## src/rtl/elevator_scheduler_if.sv

```systemverilog
// Bus between the car controller/datapath and the elevator scheduler.
interface elevator_scheduler_if;
  logic [3:0] car_call;
  logic [2:0] hall_up;      // bit n = floor n (floors 0-2)
  logic [2:0] hall_down;    // bit n = floor n+1 (floors 1-3)
  logic [1:0] cur_floor;
  logic       arrived;
  logic       door_sensor;
  logic       door_hold;
  logic       move_up;
  logic       move_down;
  logic       door_open;
  logic [1:0] target_floor;
  logic [3:0] pending;

  modport master (
    output car_call, hall_up, hall_down, cur_floor, arrived, door_sensor, door_hold,
    input  move_up, move_down, door_open, target_floor, pending
  );

  modport slave (
    input  car_call, hall_up, hall_down, cur_floor, arrived, door_sensor, door_hold,
    output move_up, move_down, door_open, target_floor, pending
  );
endinterface

```

## src/rtl/elevator_scheduler.sv

```systemverilog
// Four-floor elevator scheduler: sticky request latching, directional
// collective control (IDLE/UP/DOWN/DOOR) and door dwell timing.
module elevator_scheduler #(
  parameter int unsigned DWELL_CT = 2
) (
  input logic           clk,
  input logic           reset,
  elevator_scheduler_if.slave bus
);

  typedef enum logic [1:0] {StIdle, StUp, StDown, StDoor} state_e;
  typedef enum logic [1:0] {DirNone, DirUp, DirDown} dir_e;

  localparam logic [3:0] DwellMax = 4'(DWELL_CT);

  state_e     state_q, state_d;
  dir_e       dir_q, dir_d;
  logic [3:0] cc_q, cc_d;
  logic [2:0] hu_q, hu_d;
  logic [2:0] hd_q, hd_d;
  logic [3:0] cnt_q, cnt_d;
  logic [1:0] tgt_q, tgt_d;

  logic [3:0] up_f, dn_f, req_f, here;
  logic [1:0] cur;
  logic       at, above, below, beyond, opposite;
  logic       up_hit, dn_hit;
  logic [1:0] up_flr, dn_flr;

  // Per-floor view of the latched requests relative to the car position.
  always_comb begin
    cur    = bus.cur_floor;
    up_f   = {1'b0, hu_q};
    dn_f   = {hd_q, 1'b0};
    req_f  = cc_q | up_f | dn_f;
    here   = 4'b0001 << cur;
    at     = |(req_f & here);
    above  = 1'b0;
    below  = 1'b0;
    up_hit = 1'b0;
    dn_hit = 1'b0;
    up_flr = cur;
    dn_flr = cur;
    for (int i = 3; i >= 0; i--) begin
      if (i > int'(cur) && req_f[i]) above = 1'b1;
      // Descending scan: the lowest pending floor at or above cur wins.
      if (i >= int'(cur) && req_f[i]) begin
        up_hit = 1'b1;
        up_flr = 2'(i);
      end
    end
    for (int i = 0; i < 4; i++) begin
      if (i < int'(cur) && req_f[i]) below = 1'b1;
      if (i <= int'(cur) && req_f[i]) begin
        dn_hit = 1'b1;
        dn_flr = 2'(i);
      end
    end
    beyond   = (dir_q == DirUp) ? above : (dir_q == DirDown) ? below : 1'b0;
    opposite = (dir_q == DirUp) ? below : (dir_q == DirDown) ? above : 1'b0;
  end

  logic [2:0] sup_hu, sup_hd;
  logic [3:0] blk_cc;
  logic [2:0] blk_hu, blk_hd;
  logic       in_door, restart, entry;

  // Requests served at this floor: cleared on door entry, refused while the door is open.
  always_comb begin
    sup_hu  = ((dir_q != DirDown) || !beyond) ? here[2:0] : 3'b000;
    sup_hd  = ((dir_q != DirUp) || !beyond) ? here[3:1] : 3'b000;
    in_door = (state_q == StDoor);
    blk_cc  = in_door ? (bus.car_call & here) : 4'b0000;
    blk_hu  = in_door ? (bus.hall_up & sup_hu) : 3'b000;
    blk_hd  = in_door ? (bus.hall_down & sup_hd) : 3'b000;
    restart = |{blk_cc, blk_hu, blk_hd};
  end

  // Next-state, direction and dwell counter.
  always_comb begin
    state_d = state_q;
    dir_d   = dir_q;
    cnt_d   = cnt_q;
    unique case (state_q)
      StIdle: begin
        if (at) begin
          state_d = StDoor;
        end else if (above) begin
          state_d = StUp;
          dir_d   = DirUp;
        end else if (below) begin
          state_d = StDown;
          dir_d   = DirDown;
        end
      end
      StUp: begin
        if (bus.arrived && (cc_q[cur] || up_f[cur] || (dn_f[cur] && !above) || cur == 2'd3)) begin
          state_d = StDoor;
        end
      end
      StDown: begin
        if (bus.arrived && (cc_q[cur] || dn_f[cur] || (up_f[cur] && !below) || cur == 2'd0)) begin
          state_d = StDoor;
        end
      end
      StDoor: begin
        if (bus.door_sensor || bus.door_hold || restart) begin
          cnt_d = 4'd0;
        end else if (cnt_q != DwellMax) begin
          cnt_d = cnt_q + 4'd1;
        end else if (beyond || opposite) begin
          // Continue if work lies ahead, otherwise turn around.
          if ((dir_q == DirUp) == beyond) begin
            state_d = StUp;
            dir_d   = DirUp;
          end else begin
            state_d = StDown;
            dir_d   = DirDown;
          end
        end else begin
          state_d = StIdle;
          dir_d   = DirNone;
        end
      end
      default: state_d = StIdle;
    endcase
    entry = (state_d == StDoor) && !in_door;
    if (entry) cnt_d = 4'd0;
  end

  // Sticky request registers and the registered target floor.
  always_comb begin
    cc_d = cc_q | (bus.car_call & ~blk_cc);
    hu_d = hu_q | (bus.hall_up & ~blk_hu);
    hd_d = hd_q | (bus.hall_down & ~blk_hd);
    if (entry) begin
      cc_d = cc_d & ~here;
      hu_d = hu_d & ~sup_hu;
      hd_d = hd_d & ~sup_hd;
    end
    unique case (dir_q)
      DirUp:   tgt_d = up_hit ? up_flr : cur;
      DirDown: tgt_d = dn_hit ? dn_flr : cur;
      // Inclusive upward scan gives at-floor, then above, then below priority.
      default: tgt_d = up_hit ? up_flr : (dn_hit ? dn_flr : cur);
    endcase
  end

  // State registers with asynchronous active-low reset.
  always_ff @(posedge clk or negedge reset) begin
    if (!reset) begin
      state_q <= StIdle;
      dir_q   <= DirNone;
      cc_q    <= 4'b0000;
      hu_q    <= 3'b000;
      hd_q    <= 3'b000;
      cnt_q   <= 4'd0;
      tgt_q   <= 2'd0;
    end else begin
      state_q <= state_d;
      dir_q   <= dir_d;
      cc_q    <= cc_d;
      hu_q    <= hu_d;
      hd_q    <= hd_d;
      cnt_q   <= cnt_d;
      tgt_q   <= tgt_d;
    end
  end

  assign bus.move_up      = (state_q == StUp);
  assign bus.move_down    = (state_q == StDown);
  assign bus.door_open    = (state_q == StDoor);
  assign bus.target_floor = tgt_q;
  assign bus.pending      = req_f;

endmodule
```

## src/flat_wrapper.sv

```systemverilog
// flat-port wrapper written by rule: the top's interface ports become plain ports
module elevator_scheduler_flat 
#(
  parameter int unsigned DWELL_CT = 2
)
  (clk, reset, bus_car_call, bus_hall_up, bus_hall_down, bus_cur_floor, bus_arrived, bus_door_sensor, bus_door_hold, bus_move_up, bus_move_down, bus_door_open, bus_target_floor, bus_pending);
  elevator_scheduler_if bus_i ();
  input logic clk;
  input logic reset;
  input wire logic [$bits(bus_i.car_call)-1:0] bus_car_call;
  input wire logic [$bits(bus_i.hall_up)-1:0] bus_hall_up;
  input wire logic [$bits(bus_i.hall_down)-1:0] bus_hall_down;
  input wire logic [$bits(bus_i.cur_floor)-1:0] bus_cur_floor;
  input wire logic [$bits(bus_i.arrived)-1:0] bus_arrived;
  input wire logic [$bits(bus_i.door_sensor)-1:0] bus_door_sensor;
  input wire logic [$bits(bus_i.door_hold)-1:0] bus_door_hold;
  output wire logic [$bits(bus_i.move_up)-1:0] bus_move_up;
  output wire logic [$bits(bus_i.move_down)-1:0] bus_move_down;
  output wire logic [$bits(bus_i.door_open)-1:0] bus_door_open;
  output wire logic [$bits(bus_i.target_floor)-1:0] bus_target_floor;
  output wire logic [$bits(bus_i.pending)-1:0] bus_pending;
  assign bus_i.car_call = bus_car_call;
  assign bus_i.hall_up = bus_hall_up;
  assign bus_i.hall_down = bus_hall_down;
  assign bus_i.cur_floor = bus_cur_floor;
  assign bus_i.arrived = bus_arrived;
  assign bus_i.door_sensor = bus_door_sensor;
  assign bus_i.door_hold = bus_door_hold;
  assign bus_move_up = bus_i.move_up;
  assign bus_move_down = bus_i.move_down;
  assign bus_door_open = bus_i.door_open;
  assign bus_target_floor = bus_i.target_floor;
  assign bus_pending = bus_i.pending;
  elevator_scheduler #(.DWELL_CT(DWELL_CT)) u_core (.clk(clk), .reset(reset), .bus(bus_i));
endmodule
```

## config.mk

```make
export PLATFORM = sky130hd
export DESIGN_NAME = elevator_scheduler_flat
export DESIGN_NICKNAME = d
export VERILOG_FILES = /design/src/rtl/elevator_scheduler_if.sv /design/src/rtl/elevator_scheduler.sv /design/src/flat_wrapper.sv
export SDC_FILE = /design/constraint.sdc
export NUM_CORES = 1
export LEC_CHECK = 0
export CORE_MARGIN = 2
export CORE_UTILIZATION = 30
export CTS_BUF_LIST = sky130_fd_sc_hd__clkbuf_4 sky130_fd_sc_hd__clkbuf_8 sky130_fd_sc_hd__clkbuf_16
export DETAILED_ROUTE_END_ITERATION = 10
export SLEW_MARGIN = 10
export SYNTH_ARGS = -nofsm -noshare
export SYNTH_HDL_FRONTEND = slang
export SYNTH_SLANG_ARGS = --single-unit
```

## constraint.sdc

```tcl
create_clock -name clk -period 2.74 [get_ports clk]
set_clock_uncertainty 0.05 [all_clocks]
set_input_delay 0.411 -clock clk [delete_from_list [all_inputs] [get_ports clk]]
set_output_delay 0.411 -clock clk [all_outputs]
set_load 0.02 [all_outputs]
```

== After elaboration in Yosys (flattened, before gate mapping) ==
Index checks and enable logic that the tools add are counted.
Cells by class
  muxes and demuxes: 64
  div/mod/pow operators: 0
  multiply operators: 0
  order comparisons: 13
  shift operators: 1
  bitwise operators: 21
  eq/ne operators: 15
  reductions and logical operators: 41
  $add $sub $neg: 1
Operators with widths (number)
  $mux 2: 25
  $mux 4: 6
  $mux 1: 21
  $and 3x3->3: 6
  $mux 3: 6
  $logic_and 1x1->1: 17
  $and 4x4->4: 4
  $not 3->3: 4
  $logic_or 1x1->1: 11
  $eq 2x2->1 const B: 5
  $reduce_or 10->1: 1
  $ne 2x2->1 const B: 4
  $not 4->4: 2
  $or 4x4->4: 2
  $pmux 2 s2: 2
  $pmux 2 s4: 1
  $bmux 1 s2: 3
  $or 3x3->3: 2
  $reduce_and 5->1: 1
  $add 4x1->4 const B: 1
  $eq 2x1->1 const B: 2
  $ge 1x2->1 const A: 2
  $gt 2x2->1 const A: 2
  $le 2x2->1 const A: 2
  18 further kinds: 24
Storage, ports and cells
  latch bits: 0
  RAM bits: 0
  ROM bits: 0
  logic and storage cells: 163
  bits in registers: 20
  output and inout bits: 9
  memories kept: 0
  input bits: 17

== Depth between registers and ports, before layout ==
  depth after elaboration: 21
  mapped depth: 9
  gate-level depth less buffers: 8

== Worst setup path before layout ==
No wires, ideal clock.
  path kind: register -> register
  from: reg u_core.hd_q[0]
  to: reg u_core.hd_q[1]
  required time: 2.546 ns
  arrival: 2.117 ns
  slack: 0.429 ns
  path buffers: 1
  library setup time: 0.144 ns
  stages on the path, launching flop included: 9
  clock period less this slack: 2.311 ns
  path through: dfrtp_1 nor3_4 inv_2 o21ai_2 nand3_2 o311a_4 nor4_4 buf_6 a31oi_1
On the way
  word-level cells in the longest chain between the ends: 18
  elaborated cells between the ends (all ways): 56
  those cells by class: eq/ne (2); mux (24); bitwise (9); reduce/logical (21)
Ends and longest elaborated chain
  start, declared: RTL line elevator_scheduler.sv:20  | logic [2:0] hd_q, hd_d;
  start signal, assigned: RTL line elevator_scheduler.sv:156  | hd_q <= 3'b000;
  start signal, assigned: RTL line elevator_scheduler.sv:164  | hd_q <= hd_d;
  $or 4x4->4 (*): RTL line elevator_scheduler.sv:35  | req_f = cc_q | up_f | dn_f;
  net bus_pending[1]: RTL line flat_wrapper.sv:21  | output wire logic [$bits(bus_i.pending)-1:0] bus_pending;
  $logic_and 1x1->1: RTL line elevator_scheduler.sv:53  | if (i < int'(cur) && req_f[i]) below = 1'b1;
  $mux 1 (2 in a row): RTL line elevator_scheduler.sv:53
  $mux 1 (2 in a row): RTL line elevator_scheduler.sv:59  | beyond = (dir_q == DirUp) ? above : (dir_q == DirDown) ? below : 1'b0;
  $logic_not 1->1: RTL line elevator_scheduler.sv:70, elevator_scheduler.sv:71
  $logic_or 1x1->1 (on tied branches): RTL line elevator_scheduler.sv:71, elevator_scheduler.sv:70
  $mux 3 (on tied branches): RTL line elevator_scheduler.sv:71, elevator_scheduler.sv:70
  (+2 left out)
  $reduce_or 10->1: RTL line elevator_scheduler.sv:76  | restart = |{blk_cc, blk_hu, blk_hd};
  $logic_or 1x1->1: RTL line elevator_scheduler.sv:107  | if (bus.door_sensor || bus.door_hold || restart) begin
  $mux 2: RTL line elevator_scheduler.sv:107
  $pmux 2 s4: RTL line elevator_scheduler.sv:84  | unique case (state_q)
  $eq 2x2->1: RTL line elevator_scheduler.sv:127  | entry = (state_d == StDoor) && !in_door;
  $logic_and 1x1->1: RTL line elevator_scheduler.sv:127
  $mux 3 (*): RTL line elevator_scheduler.sv:136  | if (entry) begin
  net u_core.hd_d[1]: RTL line elevator_scheduler.sv:20
Mark *: on every way through the listed nets, which the timed path passes. The rest lies on a longest branch. The select of a mux whose other input is x is not followed.
A chain may end at the register's enable or synchronous reset.

== Worst setup path after layout ==
  from: in bus_cur_floor[1]
  to: reg u_core.dir_q[1]
On the way
  word-level cells in the longest chain between the ends: 16
  elaborated cells between the ends (all ways): 51
  those cells by class: order compare (6); eq/ne (4); shift (1); mux (22); bitwise (4); reduce/logical (14)
Ends and longest elaborated chain
  start, declared: RTL line flat_wrapper.sv:13  | input wire logic [$bits(bus_i.cur_floor)-1:0] bus_cur_floor;
  $lt 1x2->1: RTL line elevator_scheduler.sv:53
  $logic_and 1x1->1: RTL line elevator_scheduler.sv:53
  $mux 1 (3 in a row): RTL line elevator_scheduler.sv:53
  $mux 1 (2 in a row): RTL line elevator_scheduler.sv:59
  $logic_not 1->1: RTL line elevator_scheduler.sv:70, elevator_scheduler.sv:71
  $logic_or 1x1->1 (on tied branches): RTL line elevator_scheduler.sv:71, elevator_scheduler.sv:70
  $mux 3 (on tied branches): RTL line elevator_scheduler.sv:71, elevator_scheduler.sv:70
  $and 3x3->3 (on tied branches): RTL line elevator_scheduler.sv:75, elevator_scheduler.sv:74
  $mux 3 (on tied branches): RTL line elevator_scheduler.sv:75, elevator_scheduler.sv:74
  $reduce_or 10->1: RTL line elevator_scheduler.sv:76
  $logic_or 1x1->1: RTL line elevator_scheduler.sv:107
  $ne 2x2->1 (no line)
  $reduce_and 5->1 (no line)
  end signal, assigned: RTL line elevator_scheduler.sv:153  | dir_q <= DirNone;
  end signal, assigned: RTL line elevator_scheduler.sv:161  | dir_q <= dir_d;
  end, declared: RTL line elevator_scheduler.sv:17  | dir_e dir_q, dir_d;
Several ways; a longest one is shown, not always the timed one. The select of a mux whose other input is x is not followed.

==> metrics.txt <==
Crit path required time=~2.8 ns; slowest CP cell=clkdlybuf4s50_1; CP delay by family, top=simple AND/OR/NAND/NOR gates; largest area contributor in the netlist=dfrtp_1; footprint of the multi-input gates=1050 um2; status=complete, no violations; RSZ-0062 raised after global routing=no; Finished Layout Cells=between 300 and 400; total gr overflow=0; top cell type's share of synthesized area=0.304; final period utilization=0.901; Gates resized, CTS repair=0; area share of and/or/nand/nor cells after synthesis=0.248; achievable frequency=approximately 0.4 GHz; largest family of logic cells by synthesized area=compound AO/OA/AOI/OAI gates; CP endpoint kind=register; Hold Buf Count CTS=0; largest net degree at the start of global routing=21; Pint=0.491 mW; power share of the clock group=0.354; total routed wirelength=4990 um; initial antenna violation count=0; Register Area=between 500 and 600 um2; DIE WIDTH=between 70 and 80 um; setup TNS=0 ns; post-synth cell types=52; Final Hold Violating Endpoints=0; WL/cell=15.5 um; Setup Fix Bufs, Post-CTS=0; Residual DRC=0; Seq/Total Area, Yosys=0.304; Top FF cell, synth=dfrtp_1; Die Ht=78.0 um; critical path peak fanout=9; Clock transition at path regs=0.08 ns; syn nets=approximately 230; mux contribution to synthesized area=0.0190; Pre-Repair DR Iteration Count=4; PwrDens=303 nW/um2; Min-Delay Path Class=input pin to asynchronous set/reset pin; IO Count=26; Comb power frac=0.193; VDD IR max=0.233 mV; clock latency on the worst-skew pair=0.26 ns; Final ANT Viol Nets=0; Die Area=roughly 6100 um2; TritonCTS Buffers=3; Setup CP Type=input pin to register; Post-synth EDFFs=0; Area Overhead vs Synth=34.5%; Sw Pwr=0.179 mW; TritonCTS clock tree=done; #FFs+latches synth=20; adder-cell share of the synthesized area=0.0304; maximum clock insertion buffer count=2; H-tree depth=1; gpl congestion=between 0.8 and 0.9; PortBufs=25; CTS Sinks=20; Post-Synth XOR/XNOR Area=0.00533; max-cap check violation count=0; most used cell, CP=buf_4; Leakage Power=approximately 0.87 nW; vias post-DR=1785; # rows=26; synth cell count leaders=nand2_1 (23), a21oi_1 (21), dfrtp_1 (20); ANT cells=0; Slew Limit Headroom=0.640; synth top area cells=dfrtp_1 (30%), a21oi_1 (6.4%), nand2_1 (5.3%), o21ai_0 (4.3%), nor2_1 (3.4%); Post-Syn Instances=205; max-slew violations=0; fin nets=275; critical path arrival=2.56 ns; vias in the first global route=1670; total number of yosys warnings=0; share of layout cells above drive strength 1=0.166; placed insts=319; filler cell count=556; synthesized cell area=about 1600 um2; root buf cell=clkbuf_8; final setup slack of the worst path=0.271 ns; crit path cell chain=clkdlybuf4s50_1 -> buf_4 -> nor4_1 -> nor3b_1 -> nor4_2 -> buf_4 -> o21ai_0 -> nand2_1 -> o221ai_1; final setup vio count=0; crit-path max cell delay=~0.49 ns; Seq pwr share=0.453; DR vias/cell=approximately 5.5; Setup crit start kind=input pin; Final min period=2.47 ns; GR Util All Layers=0.172; switch share=0.267; Synth Area in Compound Gates=0.336; starting density of the core=0.316; 1st-iter DRT viols=96; most frequent cell after synthesis=nand2_1; worst path buffer plus inverter count=3; Slew @ Worst Pin=0.535 ns; wire length of the first global-routing pass=8380 um; core box area=5200 um2; Syn Area/Cell=between 8 and 9 um2; Post-DP HPWL=between 3000 and 4000 um; FFs w/ async S/R, synth=1.00; Place WS=0.0158 ns
[state kept, by name, indices dropped and copies added, names as in the netlist]
register                 count
u_core.state_q               2
u_core.cnt_q                 4
u_core.hu_q                  3
u_core.cc_q                  4
u_core.dir_q                 2
u_core.hd_q                  3
u_core.bus.target_floor      2
[worst reg2reg max path: stages, from the launching register on]
cell	delay [ns]
dfrtp_1	0.43
nor2_1	0.30
inv_1	0.18
o21ai_2	0.20
nand3_2	0.11
o311a_4	0.41
nor4_4	0.31
buf_12	0.18
a31oi_1	0.09
[per-stage QoR]
stage	area (um2)	hold slack (ns)	util	total power, mW
final	2210	0.449	0.425	0.670
after global routing	2210	0.481	0.425	0.701
after CTS	2210	0.460	0.425	0.681
after detailed placement	2160	0.518	0.414	0.438
after global placement	2160	0.512	0.414	0.438
after floorplan	1640	0.0654	-	0.368
[power groups by stage]
stage | Combinational, mW | Sequential (mW) | Clock (mW)
3_3_place_gp | 0.128 | 0.310 | 0
5_1_grt | 0.141 | 0.305 | 0.255
2_1_floorplan | 0.0566 | 0.311 | 0
4_1_cts | 0.129 | 0.304 | 0.248
3_5_place_dp | 0.129 | 0.310 | 0
6_report | 0.129 | 0.304 | 0.237
[cell usage in the layout (no fill, tap or decap), drive strengths merged, types with 2 or more instances in the layout]
master,count
buf,27
clkdlybuf4s50,25
nand2,23
a21oi,21
dfrtp,20
nor2,15
o21ai,15
inv,13
nand3,11
a31oi,7
nor3,7
nor2b,4
o221ai,4
ha,4
clkbuf,4
nor4,4
a211oi,3
nor3b,3
a2bb2oi,3
nand4,3
a311oi,3
a32oi,3
o2bb2ai,2
mux2i,2
nand2b,2
o2111ai,2
a221oi,2
a22o,2
o21a,2
o22ai,2
[path summary, 6_finish.rpt]
check	startpoint	cells after the start	slack, ns	endpoint
setup / recovery	bus_cur_floor[1]	9	0.27	u_core.dir_q[1]
hold reg to reg	u_core.hu_q[2]	2	0.54	u_core.hu_q[2]
min in group clk	u_core.hu_q[2]	2	0.54	u_core.hu_q[2]
hold / removal	reset	2	0.45	u_core.bus.target_floor[0]
setup reg to reg	u_core.cc_q[0]	8	0.36	u_core.hd_q[1]
max in group asynchronous	reset	2	1.96	u_core.cc_q[0]
[logic make-up (layout without fill, tap and decap cells)]
group | after synthesis | count (layout)
buffers and inverters | 22 | 70
multiplexers | 3 | 3
XOR/XNOR | 1 | 1
AND/OR/NAND/NOR | 75 | 75
AO/OA/AOI/OAI | 80 | 80
adder cells (fa/ha/maj) | 4 | 4
flip-flops | 20 | 20
[routing by layer]
layer	track usage	wire, um
met4	0.0421	69
met2	0.277	2310
met3	0.0264	216
met5	0	0
met1	0.242	2400
[area by class of cell]
| cell class | instances | share of cell area |
|---|---|---|
| multi-input combinational | 163 | 0.475 |
| sequential | 20 | 0.226 |
| timing repair buffer | 52 | 0.211 |
| tap | 70 | 0.0396 |
| clock buffer | 4 | 0.0249 |
| inverter | 14 | 0.0238 |
(Power assumes the default switching activity.)
